### config.mk
export PLATFORM = sky130hd
export DESIGN_NAME = pipe_stage_reg
export DESIGN_NICKNAME = d
export VERILOG_FILES = /design/src/rtl/pipe_stage_reg.sv
export SDC_FILE = /design/constraint.sdc
export NUM_CORES = 1
export LEC_CHECK = 0
export CAP_MARGIN = 5
export CORE_MARGIN = 4
export CORE_UTILIZATION = 35
export DETAILED_ROUTE_END_ITERATION = 7
export GPL_TIMING_DRIVEN = 0
export PLACE_DENSITY = 0.8
export SYNTH_ARGS = -nofsm -noshare
export SYNTH_HDL_FRONTEND = slang
export SYNTH_SLANG_ARGS = --single-unit
export TNS_END_PERCENT = 100
### constraint.sdc
create_clock -name clk -period 1.36 [get_ports clk]
set_clock_uncertainty 0.15 [all_clocks]
set_input_delay 0.34 -clock clk [delete_from_list [all_inputs] [get_ports clk]]
set_output_delay 0.34 -clock clk [all_outputs]
set_load 0.02 [all_outputs]
### src/rtl/pipe_stage_reg.sv
// Generic inter-stage pipeline latch: carries the register-file and HI/LO write
// triples plus a valid bit, holds multi-cycle scratch state, and counts stalls.
module pipe_stage_reg #(
    parameter int STAGE   = 3,
    parameter int STALL_W = 6,
    parameter int DATA_W  = 32,
    parameter int ADDR_W  = 5,
    parameter int TMP_W   = 64,
    parameter int CNT_W   = 2,
    parameter int SC_W    = 8
) (
    input  logic               clk,
    input  logic               rst,
    input  logic               flush,
    input  logic [STALL_W-1:0] stall,
    input  logic               in_valid,
    input  logic [ADDR_W-1:0]  in_wd,
    input  logic               in_wreg,
    input  logic [DATA_W-1:0]  in_wdata,
    input  logic [DATA_W-1:0]  in_hi,
    input  logic [DATA_W-1:0]  in_lo,
    input  logic               in_whilo,
    input  logic [TMP_W-1:0]   tmp_i,
    input  logic [CNT_W-1:0]   cnt_i,
    output logic               out_valid,
    output logic [ADDR_W-1:0]  out_wd,
    output logic               out_wreg,
    output logic [DATA_W-1:0]  out_wdata,
    output logic [DATA_W-1:0]  out_hi,
    output logic [DATA_W-1:0]  out_lo,
    output logic               out_whilo,
    output logic [TMP_W-1:0]   tmp_o,
    output logic [CNT_W-1:0]   cnt_o,
    output logic [SC_W-1:0]    stall_cycles
);

    generate
        if (STAGE < 0 || STAGE > STALL_W - 2) begin : g_badStage
            $error("pipe_stage_reg: STAGE must lie in 0..STALL_W-2");
        end
    endgenerate

    logic               r_valid;
    logic [ADDR_W-1:0]  r_wd;
    logic               r_wreg;
    logic [DATA_W-1:0]  r_wdata;
    logic [DATA_W-1:0]  r_hi;
    logic [DATA_W-1:0]  r_lo;
    logic               r_whilo;
    logic [TMP_W-1:0]   r_tmp;
    logic [CNT_W-1:0]   r_cnt;
    logic [SC_W-1:0]    r_sc;

    logic               w_s;
    logic               w_d;
    logic [SC_W-1:0]    w_scNext;
    logic               w_unusedStall;

    assign w_s = stall[STAGE];
    assign w_d = stall[STAGE+1];
    // Only this stage and its downstream neighbour matter; the rest are folded away.
    assign w_unusedStall = ^stall;

    assign w_scNext = (r_sc == {SC_W{1'b1}}) ? r_sc : r_sc + SC_W'(1);

    always_ff @(posedge clk) begin
        if (rst || flush) begin
            r_valid <= 1'b0;
            r_wd    <= '0;
            r_wreg  <= 1'b0;
            r_wdata <= '0;
            r_hi    <= '0;
            r_lo    <= '0;
            r_whilo <= 1'b0;
            r_tmp   <= '0;
            r_cnt   <= '0;
            r_sc    <= '0;
        end else if (!w_s) begin
            r_valid <= in_valid;
            r_wd    <= in_wd;
            r_wreg  <= in_wreg;
            r_wdata <= in_wdata;
            r_hi    <= in_hi;
            r_lo    <= in_lo;
            r_whilo <= in_whilo;
            r_tmp   <= '0;
            r_cnt   <= '0;
            r_sc    <= '0;
        end else if (!w_d) begin
            // Bubble downstream while the multi-cycle unit keeps iterating.
            r_valid <= 1'b0;
            r_wd    <= '0;
            r_wreg  <= 1'b0;
            r_wdata <= '0;
            r_hi    <= '0;
            r_lo    <= '0;
            r_whilo <= 1'b0;
            r_tmp   <= tmp_i;
            r_cnt   <= cnt_i;
            r_sc    <= w_scNext;
        end else begin
            r_tmp   <= tmp_i;
            r_cnt   <= cnt_i;
            r_sc    <= w_scNext;
        end
    end

    assign out_valid    = r_valid;
    assign out_wd       = r_wd;
    assign out_wreg     = r_wreg;
    assign out_wdata    = r_wdata;
    assign out_hi       = r_hi;
    assign out_lo       = r_lo;
    assign out_whilo    = r_whilo;
    assign tmp_o        = r_tmp;
    assign cnt_o        = r_cnt;
    assign stall_cycles = r_sc;

endmodule
==> flow_summary.yaml <==
run_status:
  status: "complete, but fails checks"
  violations: "negative setup slack"
logic_synthesis:
  syn_avg_cell_area_sq_um: 9.94
  syn_inst: 647
  synth_enable_flop_cells: 0
  yosysWarnings: 0
  synth.top_cell.area_share_pct: 55.4
  async_reset_ff_share_pct: 0
  synth_nets: 827
  yosys_register_bits: 178
  ys_top_cells_by_count: "dfxtp_1, nand3_1, nand2b_1, and2_1, a21oi_2"
  yosysTopAreaCell: "dfxtp_1"
  synth.most_common_cell: "dfxtp_1"
  synth.area.top_cells: "dfxtp_1, nand2b_1, nand3_1"
  yosysSeqAreaShare_pct: 55.4
  synth-main-ff-cell: "dfxtp_1"
  synthesis.area_sq_mm: 0.00643
  ys_types: 28
worst_setup_path:
  critical-path-max-stage-delay_ns: 0.38
  end_kind: "primary output"
  worstPathMaxFanout: 4
  path_cells: "buf_6"
  critPathTopFamily: "flip-flops"
  arrival_ns: 0.93
  reg2reg_slack_ns: -0.01
  worstPathRequired_ns: 0.87
  start_kind: "flip-flop"
  criticalPathCategory: "reg -> out"
  critPathBufInv: 1
  crit_slowest_cell: "dfxtp_4"
placed_design:
  dp.cells: 1227
  dp_slack_ns: -0.814
  io_buffers: 351
  hpwl_um: 16900
  gp_routability_congestion: 0.877
clock_network:
  h-tree-depth: 4
  clock_latency_ns: 0.42
  hold_buffers: 0
  cts.sinks: 178
  cts_tree: "built"
  cts.clk_slew.worst_paths_ns: 0.07
  cts_root_buf: "clkbuf_16"
  clk_path_buf_depth: 2
  numCtsBuffers: 17
cells_and_area:
  final_nets: 1251
  drive_gt1_share_pct: 51.2
  syn2layout_area_growth_pct: 84.0
  diodes: 0
  fin_cells: 1313
pwr:
  powerDensity_mw_per_mm2: 1040
  peakVddDrop_mv: 0.959
  p_leak_nw: 4.78
timing:
  fmax_mhz: 706
  fin_hold_ws_ns: 0.307
  drv_slew: 0
  period_share_pct: 104
  rsz0062_at_grt: "true"
  worst_pin_slew_ns: 0.603
  setup_viol: 103
  fin_ws_ns: -0.0561
  max-slew-margin-rel_pct: 59.8
  fin_crit_ns: 1.42
  finalHoldViolCount: 0
run:
  maxCapViolCount: 0
grt:
  antenna_found_initial: 1
  gr-usage-all-layers_pct: 21.5
  grt_first_pass_wirelength_um: 34100
  grt_pass1_vias: 6307
  grt_overflow_total: 0
  grt_max_degree: 20
detailed_routing:
  dr.first_iter.drc_count: 217
  drc: 0
  routedWlPerCell_um: 17.8
  drt_wl_total_um: 23300
  drt-pass1-iter-count: 4
  ant_nets: 0
  routed_via_density: 4.71
  num_vias: 6187
floorplanning:
  die_area_sq_mm: 0.0206
  fp-row-count: 49
  core_area_sq_mm: 0.0180
  initial_core_util_pct: 35.7
  die_w_um: 144
  die_h_um: 144
  ios: 357
worst_hold_path:
  hold_path_class: "in -> reg"
cell families after synthesis:
family          synth area share [%]
simple gates                    26.5
buf+inv                         4.79
flops                           55.4
compound gates                  13.0
mux                            0.156
fa+ha+maj                      0.195
path summary, 6_finish.rpt:
check,from,to,cells after the start
setup / recovery,stall_cycles[0],stall_cycles[0],1
hold / removal,tmp_i[19],tmp_o[19],2
hold reg to reg,out_wdata[18],out_wdata[18],2
setup reg to reg,stall_cycles[1],stall_cycles[7],3
flip-flops by register name, indices dropped and copies added (netlist names):
| name | flops |
|---|---|
| out_lo | 32 |
| out_wd | 5 |
| out_wreg | 1 |
| tmp_o | 64 |
| out_wdata | 32 |
| stall_cycles | 8 |
| out_valid | 1 |
| out_hi | 32 |
| out_whilo | 1 |
| cnt_o | 2 |
placed cells by master (no fill, tap or decap), types with 4 or more instances in the layout:
master             n
nand2b_1         105
nand2_1            4
clkdlybuf4s50_1  170
clkbuf_2          15
clkbuf_16         17
buf_8              4
dfxtp_2          171
a21oi_2           60
a31oi_1            4
nor3_1             5
dfxtp_4            7
clkbuf_1           7
buf_6            185
and2_1            66
buf_4             54
a21oi_1           46
inv_6              6
buf_2             18
nand3_1          107
worst reg2reg max path: stages (launching register included):
cell	delay, ns
dfxtp_4	0.38
buf_6	0.11
nand4_1	0.23
o311a_1	0.40
repair_timing:
| action | CTS | global route |
|---|---|---|
| pin swaps | 4 | 2 |
| resized for setup | 1299 | 2 |
| setup endpoints to repair | 356 | 180 |
| buffers inserted | 32 | 24 |
report_power, final:
| part | total, mW | switching [mW] | internal (mW) |
|---|---|---|---|
| registers | 5.46 | 0.0898 | 5.37 |
| clock network | 5.17 | 2.28 | 2.89 |
| logic | 1.68 | 0.707 | 0.973 |
| total | 12.3 | 3.08 | 9.23 |
routing by layer:
metal	wire [um]	track usage [%]	share of wire, %	up-vias
met1	8220	22.3	35	2873
met4	616	7.68	2.6	2
met3	2360	8.75	10	32
li1	-	-	-	3009
met2	12100	39.1	52	271
met5	13	0	0.056	-
final cells by class:
| class | instances | area, sq um |
|---|---|---|
| well taps | 229 | 287 |
| inverters | 1 | 3.75 |
| multi-input cells | 413 | 2580 |
| fillers | 1410 | 6190 |
| clock inverters | 13 | 165 |
| flip-flops and latches | 178 | 3800 |
| clock buffers | 19 | 453 |
| plain buffers | 53 | 360 |
| repair buffers | 407 | 4180 |
stage by stage:
step	total power, mW	util [%]	cell area (sq um)	setup TNS [ns]
finish	12.3	65.6	11800	-1.02
global route	12.8	65.6	11800	-7.06
CTS	12.4	64.6	11600	-5.18
detailed placement	7.10	56.9	10300	-130.11
global placement	7.08	56.9	10300	-129.28
floorplan	6.15	-	6460	-0.0944
Note: power is estimated with default switching activity, not from simulation.
